**src/rtl/clock_set_controller_pkg.sv**
```systemverilog
// clock_set_pkg: FSM state encoding, digit indices and the digit-advance helper for clock_set_controller.
package clock_set_pkg;
  typedef enum logic [1:0] {RUN, SET, INC, REPEAT} state_t;
  localparam int SEC_U = 0;
  localparam int SEC_T = 1;
  localparam int MIN_U = 2;
  localparam int MIN_T = 3;
  localparam int HR_U = 4;
  localparam int HR_T = 5;
  function automatic logic [2:0] next_idx(input logic [2:0] idx, input int n);
    return (int'(idx) == n - 1) ? 3'd0 : idx + 3'd1;
  endfunction
endpackage

```
**src/rtl/clock_set_controller_if.sv**
```systemverilog
// clock_set_controller_if: button pins in, set_time/slt/sel_idx/active out toward the counter chain.
interface clock_set_controller_if #(parameter int NUM_DIGITS = 6);
  logic btn_mode, btn_next, btn_inc, set_time, active;
  logic [NUM_DIGITS-1:0] slt;
  logic [2:0] sel_idx;
  modport master(output btn_mode, btn_next, btn_inc, input set_time, slt, sel_idx, active);
  modport slave(input btn_mode, btn_next, btn_inc, output set_time, slt, sel_idx, active);
endinterface

```
**src/rtl/clock_set_controller_btn_conditioner.sv**
```systemverilog
// btn_conditioner: 2-flop sync, debounce over DEBOUNCE_CYCLES equal samples, one-cycle rising-edge press.
module btn_conditioner #(
  parameter int DEBOUNCE_CYCLES = 4
) (
  input  logic clkmain,
  input  logic clear,
  input  logic raw,
  output logic level,
  output logic press
);
  localparam int CW = $clog2(DEBOUNCE_CYCLES + 1);
  logic s1, s2, done;
  logic [CW-1:0] cnt;
  assign done = s2 != level && cnt == CW'(DEBOUNCE_CYCLES - 1);
  always_ff @(posedge clkmain or posedge clear)
    if (clear) begin
      {s1, s2, level, press} <= '0;
      cnt <= '0;
    end else begin
      s1 <= raw;
      s2 <= s1;
      cnt <= (s2 == level || done) ? '0 : cnt + 1'b1;
      level <= done ? s2 : level;
      press <= done & s2;
    end
endmodule

```
**src/rtl/clock_set_controller.sv**
```systemverilog
// clock_set_controller: time-setting sequencer for the digit counter chain.
// Define AUTOREPEAT_EN to build the held-inc auto-repeat (REPEAT state).
module clock_set_controller
  import clock_set_pkg::*;
#(
  parameter int NUM_DIGITS = 6,
  parameter int DEBOUNCE_CYCLES = 4,
  parameter int TIMEOUT_CYCLES = 60,
  parameter int REPEAT_DELAY = 3,
  parameter int REPEAT_PERIOD = 1
) (
  input logic clkmain,
  input logic clear,
  clock_set_controller_if.slave bus
);
  localparam int TW = $clog2(TIMEOUT_CYCLES);
  state_t state, nxt;
  logic [2:0] sel, sel_nxt, adv;
  logic [TW-1:0] tmo;
  logic mode_ev, next_ev, inc_ev, inc_lvl, any_ev;
  logic [1:0] unused_lvl;
  btn_conditioner #(.DEBOUNCE_CYCLES(DEBOUNCE_CYCLES)) u_mode (
    .clkmain(clkmain), .clear(clear), .raw(bus.btn_mode), .level(unused_lvl[0]), .press(mode_ev));
  btn_conditioner #(.DEBOUNCE_CYCLES(DEBOUNCE_CYCLES)) u_next (
    .clkmain(clkmain), .clear(clear), .raw(bus.btn_next), .level(unused_lvl[1]), .press(next_ev));
  btn_conditioner #(.DEBOUNCE_CYCLES(DEBOUNCE_CYCLES)) u_inc (
    .clkmain(clkmain), .clear(clear), .raw(bus.btn_inc), .level(inc_lvl), .press(inc_ev));
  assign any_ev = mode_ev | next_ev | inc_ev;
  assign adv = next_idx(sel, NUM_DIGITS);
`ifdef AUTOREPEAT_EN
  localparam int RW = $clog2((REPEAT_DELAY > REPEAT_PERIOD ? REPEAT_DELAY : REPEAT_PERIOD) + 1);
  logic [RW-1:0] rpt;
  // Loaded with the first delay while idle in SET; an INC reached from REPEAT keeps the period value.
  always_ff @(posedge clkmain or posedge clear)
    if (clear) rpt <= '0;
    else if (state == SET) rpt <= RW'(REPEAT_DELAY);
    else if (state == REPEAT) rpt <= rpt == RW'(1) ? RW'(REPEAT_PERIOD) : rpt - 1'b1;
`else
  localparam int unused_rpt = REPEAT_DELAY + REPEAT_PERIOD;
  logic unused_inc;
  assign unused_inc = inc_lvl;
`endif
  always_comb begin
    nxt = state;
    sel_nxt = sel;
    case (state)
      RUN: begin
        nxt = mode_ev ? SET : RUN;
        sel_nxt = mode_ev ? 3'd0 : sel;
      end
      SET: begin
        nxt = mode_ev ? RUN : next_ev ? SET : inc_ev ? INC : tmo == TW'(TIMEOUT_CYCLES - 1) ? RUN : SET;
        sel_nxt = !mode_ev && next_ev ? adv : sel;
      end
`ifdef AUTOREPEAT_EN
      INC: nxt = inc_lvl ? REPEAT : SET;
      REPEAT: begin
        nxt = mode_ev ? RUN : (next_ev || !inc_lvl) ? SET : rpt == RW'(1) ? INC : REPEAT;
        sel_nxt = !mode_ev && next_ev ? adv : sel;
      end
`else
      INC: nxt = SET;
`endif
      default: nxt = RUN;
    endcase
  end
  always_ff @(posedge clkmain or posedge clear)
    if (clear) begin
      state <= RUN;
      sel <= '0;
      tmo <= '0;
    end else begin
      state <= nxt;
      sel <= sel_nxt;
      tmo <= (any_ev || state == RUN) ? '0 : state == SET ? tmo + 1'b1 : tmo;
    end
  // Outputs are registered from the next state so they change on the edge that acts on an event.
  always_ff @(posedge clkmain or posedge clear)
    if (clear) begin
      bus.set_time <= 1'b0;
      bus.active <= 1'b0;
      bus.slt <= '0;
    end else begin
      bus.set_time <= nxt != RUN;
      bus.active <= nxt != RUN;
      bus.slt <= nxt == INC ? NUM_DIGITS'(1) << sel_nxt : '0;
    end
  assign bus.sel_idx = sel;
endmodule

```
**src/flat_wrapper.sv**
```systemverilog
// flat-port wrapper written by rule: the top's interface ports become plain ports
module clock_set_controller_flat import clock_set_pkg::*;
#(
  parameter int NUM_DIGITS = 6,
  parameter int DEBOUNCE_CYCLES = 4,
  parameter int TIMEOUT_CYCLES = 60,
  parameter int REPEAT_DELAY = 3,
  parameter int REPEAT_PERIOD = 1
)
  (clkmain, clear, bus_btn_mode, bus_btn_next, bus_btn_inc, bus_set_time, bus_slt, bus_sel_idx, bus_active);
  clock_set_controller_if #(.NUM_DIGITS(NUM_DIGITS)) bus_i ();
  input logic clkmain;
  input logic clear;
  input wire logic [$bits(bus_i.btn_mode)-1:0] bus_btn_mode;
  input wire logic [$bits(bus_i.btn_next)-1:0] bus_btn_next;
  input wire logic [$bits(bus_i.btn_inc)-1:0] bus_btn_inc;
  output wire logic [$bits(bus_i.set_time)-1:0] bus_set_time;
  output wire logic [$bits(bus_i.slt)-1:0] bus_slt;
  output wire logic [$bits(bus_i.sel_idx)-1:0] bus_sel_idx;
  output wire logic [$bits(bus_i.active)-1:0] bus_active;
  assign bus_i.btn_mode = bus_btn_mode;
  assign bus_i.btn_next = bus_btn_next;
  assign bus_i.btn_inc = bus_btn_inc;
  assign bus_set_time = bus_i.set_time;
  assign bus_slt = bus_i.slt;
  assign bus_sel_idx = bus_i.sel_idx;
  assign bus_active = bus_i.active;
  clock_set_controller #(.NUM_DIGITS(NUM_DIGITS), .DEBOUNCE_CYCLES(DEBOUNCE_CYCLES), .TIMEOUT_CYCLES(TIMEOUT_CYCLES), .REPEAT_DELAY(REPEAT_DELAY), .REPEAT_PERIOD(REPEAT_PERIOD)) u_core (.clkmain(clkmain), .clear(clear), .bus(bus_i));
endmodule
```
**config.mk**
```make
export PLATFORM = sky130hd
export DESIGN_NAME = clock_set_controller_flat
export DESIGN_NICKNAME = d
export VERILOG_FILES = /design/src/rtl/clock_set_controller_pkg.sv /design/src/rtl/clock_set_controller_if.sv /design/src/rtl/clock_set_controller_btn_conditioner.sv /design/src/rtl/clock_set_controller.sv /design/src/flat_wrapper.sv
export SDC_FILE = /design/constraint.sdc
export NUM_CORES = 1
export LEC_CHECK = 0
export ABC_AREA = 0
export CORE_UTILIZATION = 49
export DETAILED_ROUTE_END_ITERATION = 8
export HOLD_SLACK_MARGIN = 0.12
export PLACE_DENSITY = 0.8
export SYNTH_ARGS = -nofsm -noshare
export SYNTH_HDL_FRONTEND = slang
export SYNTH_SLANG_ARGS = --single-unit
```
**constraint.sdc**
```tcl
create_clock -name clkmain -period 1.3 [get_ports clkmain]
set_clock_uncertainty 0.05 [all_clocks]
set_input_delay 0.195 -clock clkmain [delete_from_list [all_inputs] [get_ports clkmain]]
set_output_delay 0.195 -clock clkmain [all_outputs]
set_load 0.02 [all_outputs]
```
==> impl_metrics.env <==
export IMPL_fillCellCount=239
export IMPL_rsz0062_at_grt="true"
export IMPL_worst_slew_pin_slew_ns=0.3074
export IMPL_drive_gt1_share_pct=23.20
export IMPL_synth_simple_area_share_pct=17.50
export IMPL_final_min_clock_period_ns=1.377
export IMPL_cts_tree="built"
export IMPL_synth_top_family_by_area="simple AND/OR/NAND/NOR gates"
export IMPL_timing_hold_worst_class="input pin to asynchronous set/reset pin"
export IMPL_post_place_ws_ns=-0.05695
export IMPL_numClockSinks=39
export IMPL_power_leakage_uw=0.0009280
export IMPL_antenna_violations_before_repair=0
export IMPL_row_count=20
export IMPL_synth_cells_most_frequent="39 x dfrtp_1, 19 x nor2_1, 13 x inv_1, 12 x o21ai_0"
export IMPL_post_synth_mux_area_share_pct=0
export IMPL_critical_path_top_delay_family="flip-flops"
export IMPL_drt_total_wl_um=3031
export IMPL_vdd_drop_max_mv=1.090
export IMPL_grt_pass1_vias=1229
export IMPL_synth_seq_cells=39
export IMPL_ioPinCount=16
export IMPL_synth_distinct_cells=30
export IMPL_synth_xor_area_share_pct=2.722
export IMPL_post_synth_fa_ha_maj_area_fraction_pct=5.443
export IMPL_multi_input_comb_area_um2=608.1
export IMPL_final_max_slew_violation_count=0
export IMPL_worst_r2r_endpoint="u_core.state[0]$_DFF_PP0_"
export IMPL_synth_top_cell_area_share_pct=60.65
export IMPL_synthMostInstantiatedCell="dfrtp_1"
export IMPL_synth_seq_area_share_pct=60.65
export IMPL_grt_pass1_wl_um=5078
export IMPL_postSynthAreaPerCell_um2=10.95
export IMPL_post_dp_cell_area_um2=1871
export IMPL_maximum_count_of_clock_buffers_along_a_single_path=2
export IMPL_crit_slowest_cell="dfrtp_1"
export IMPL_crit_chain="inv_1 > or3_1 > o311ai_2"
export IMPL_die_area_um2=3517
export IMPL_worst_setup_path_type="flip-flop to flip-flop"
export IMPL_final_design_utilization_pct=64.35
export IMPL_synth_compound_area_share_pct=9.176
export IMPL_drc=0
export IMPL_power_per_cell_area_nw_per_um2=1583
export IMPL_final_design_area_no_fill_um2=1981
export IMPL_gp_congestion=0.8618
export IMPL_wl_per_cell_um=13.47
export IMPL_critical_path_startpoint_type="flip-flop"
export IMPL_period_utilisation_layout_pct=105.9
export IMPL_violations="setup timing"
export IMPL_synth_edf_count=0
export IMPL_timing_final_ws_setup_ns=-0.07674
export IMPL_path_buf_inv=1
export IMPL_initial_utilization_pct=52.28
export IMPL_dpl_hpwl_um=1963
export IMPL_max_cap_violations=0
export IMPL_antenna_cells=0
export IMPL_worst_r2r_cell_count=3
export IMPL_via_count=1202
export IMPL_die_h_um=59.31
export IMPL_synth_yosys_warnings=0
export IMPL_area_growth_syn_to_layout_pct=23.09
export IMPL_crit_required_ns=1.49
export IMPL_hold_viol_final=0
export IMPL_ys_async_sr_fraction_pct=100.0
export IMPL_synth_top_cells_by_area="dfrtp_1 61%, ha_1 5.4%, nor2_1 4.4%"
export IMPL_mappedNetlistNets=159
export IMPL_mappedNetlistArea_um2=1609
export IMPL_seq_area_um2=978.4
export IMPL_clock_insertion_delay_at_the_later_pin_of_the_skew_report_ns=0.34
export IMPL_cts_root_buf="clkbuf_4"
export IMPL_finalSetupViolations=4
export IMPL_number_of_drc_markers_after_the_initial_detailed_route_iteration=44
export IMPL_flip_flop_cell_with_the_highest_count_after_synthesis="dfrtp_1"
export IMPL_leading_area_contributor_after_synthesis="dfrtp_1"
export IMPL_gr_usage_all_layers_pct=20.18
export IMPL_fmax_mhz=726.4
export IMPL_drt_antenna_violating_nets=0
export IMPL_clkSlewWorstSetupHoldPaths_ns=0.11
export IMPL_crit_path_max_fanout=5
export IMPL_finalNetCount=192
export IMPL_vias_per_cell=5.342
export IMPL_drt_first_pass_iters=4
export IMPL_global_route_overflow_total=0
export IMPL_critical_path_max_stage_delay_ns=0.46
export IMPL_maxSlewHeadroom_pct=79.35
export IMPL_timing_critical_path_arrival_ns=1.56
export IMPL_worst_r2r_setup_slack_ns=-0.08
export IMPL_grt_start_max_net_pins=40
export IMPL_portBuffers=15
export IMPL_floorplan_die_width_um=59.31
export IMPL_worst_r2r_startpoint="u_core.state[0]$_DFF_PP0_"
export IMPL_sort_of_element_at_the_end_of_the_critical_path="flip-flop"
export IMPL_floorplan_core_area_um2=3078
export IMPL_cts_made_buffers=5
export IMPL_syn_instance_count=147
export IMPL_cts_max_level=2
export IMPL_run_status="complete, but fails checks"
-- worst reg2reg max path: stages (launching register included) --
cell and delay [ns]:
dfrtp_1 0.46, inv_1 0.13, or3_1 0.37, o311ai_2 0.27
-- metrics by stage --
stage,hold slack [ns],cells,total power [uW],setup TNS (ns)
6_report,0.1417,225,3135,-0.1853
5_1_grt,0.1569,225,3349,-0.5398
3_3_place_gp,0.2821,212,2416,-0.004434
3_5_place_dp,0.2847,212,2499,-0.2721
4_1_cts,0.1386,224,3131,0
2_1_floorplan,0.1764,147,2181,0
-- area by class of cell --
type                    instances  area share [%]
multi-input cells              92           30.70
well taps                      44           2.780
clock inverters                 3          0.7581
flip-flops and latches         39           49.40
repair buffers                 29           12.00
clock buffers                   5           1.895
inverters                      13           2.464
-- logic make-up (layout without fill, tap and decap cells) --
group           Yosys count  count (layout)
compound gates           26              26
xor+xnor                  5               5
fa+ha+maj                 7               7
buf+inv                  16              50
flops                    39              39
simple gates             54              54
-- timing repair --
item,4_1_cts,5_1_grt
gates resized for setup,23,20
hold buffers,0,0
buffers inserted,4,1
pin swaps,5,0
endpoints found under the setup margin,21,24
-- state kept, by name, indices dropped and copies added, names as in the netlist, 2 cells and up --
register and flops:
u_core.bus.sel_idx 3, u_core.bus.slt 6, u_core.state 2, u_core.tmo 6, u_core.u_inc.cnt 3, u_core.u_mode.cnt 3, u_core.u_next.cnt 3
-- how the worst max path moves through the flow --
stage | slack (ns) | depth (start not counted) | end | from
6_report | -0.08 | 3 | u_core.state[0]$_DFF_PP0_ | u_core.state[0]$_DFF_PP0_
3_3_place_gp | -0.004 | 2 | u_core.state[0]$_DFF_PP0_ | u_core.u_mode.press$_DFF_PP0_
5_1_grt | -0.09 | 3 | u_core.state[0]$_DFF_PP0_ | u_core.state[0]$_DFF_PP0_
3_5_place_dp | -0.06 | 4 | u_core.tmo[4]$_DFFE_PP0P_ | u_core.tmo[0]$_DFFE_PP0P_
2_1_floorplan | 0.04 | 4 | u_core.tmo[4]$_DFFE_PP0P_ | u_core.state[1]$_DFF_PP0_
4_1_cts | 0.0006 | 3 | u_core.tmo[5]$_DFFE_PP0P_ | u_core.state[1]$_DFF_PP0_
-- report_power, final --
| part | switching (uW) | internal [uW] |
|---|---|---|
| logic | 555 | 413 |
| registers | 149 | 1430 |
| clock network | 386 | 201 |
| total | 1090 | 2050 |
-- routing by layer --
metal / up-vias / global-route usage (%) / share of wire, %
met1: 575 / 22.82 / 40
met5: - / 0 / 0
met3: 13 / 6.550 / 6.7
li1: 562 / - / -
met2: 52 / 31.94 / 49
met4: 0 / 14.63 / 4.3
-- cells in the final DEF, fill, tap and decap left out, types with 2 or more instances in the layout --
master           count
nand2_1              9
buf_4               13
clkdlybuf4s15_1      5
or3_1                3
nand4_1              5
dfrtp_2              2
nor3_1               2
a21oi_2              2
clkinv_2             3
xor2_1               3
o21ai_1              2
dfrtp_1             37
inv_1               13
clkbuf_4             5
clkbuf_2             6
o21ai_0              9
ha_1                 6
nand2b_1             4
nand4b_1             2
nor2b_2              2
clkdlybuf4s50_1      4
a21oi_1              7
nor2_1              19
Note: power is estimated with default switching activity, not from simulation.
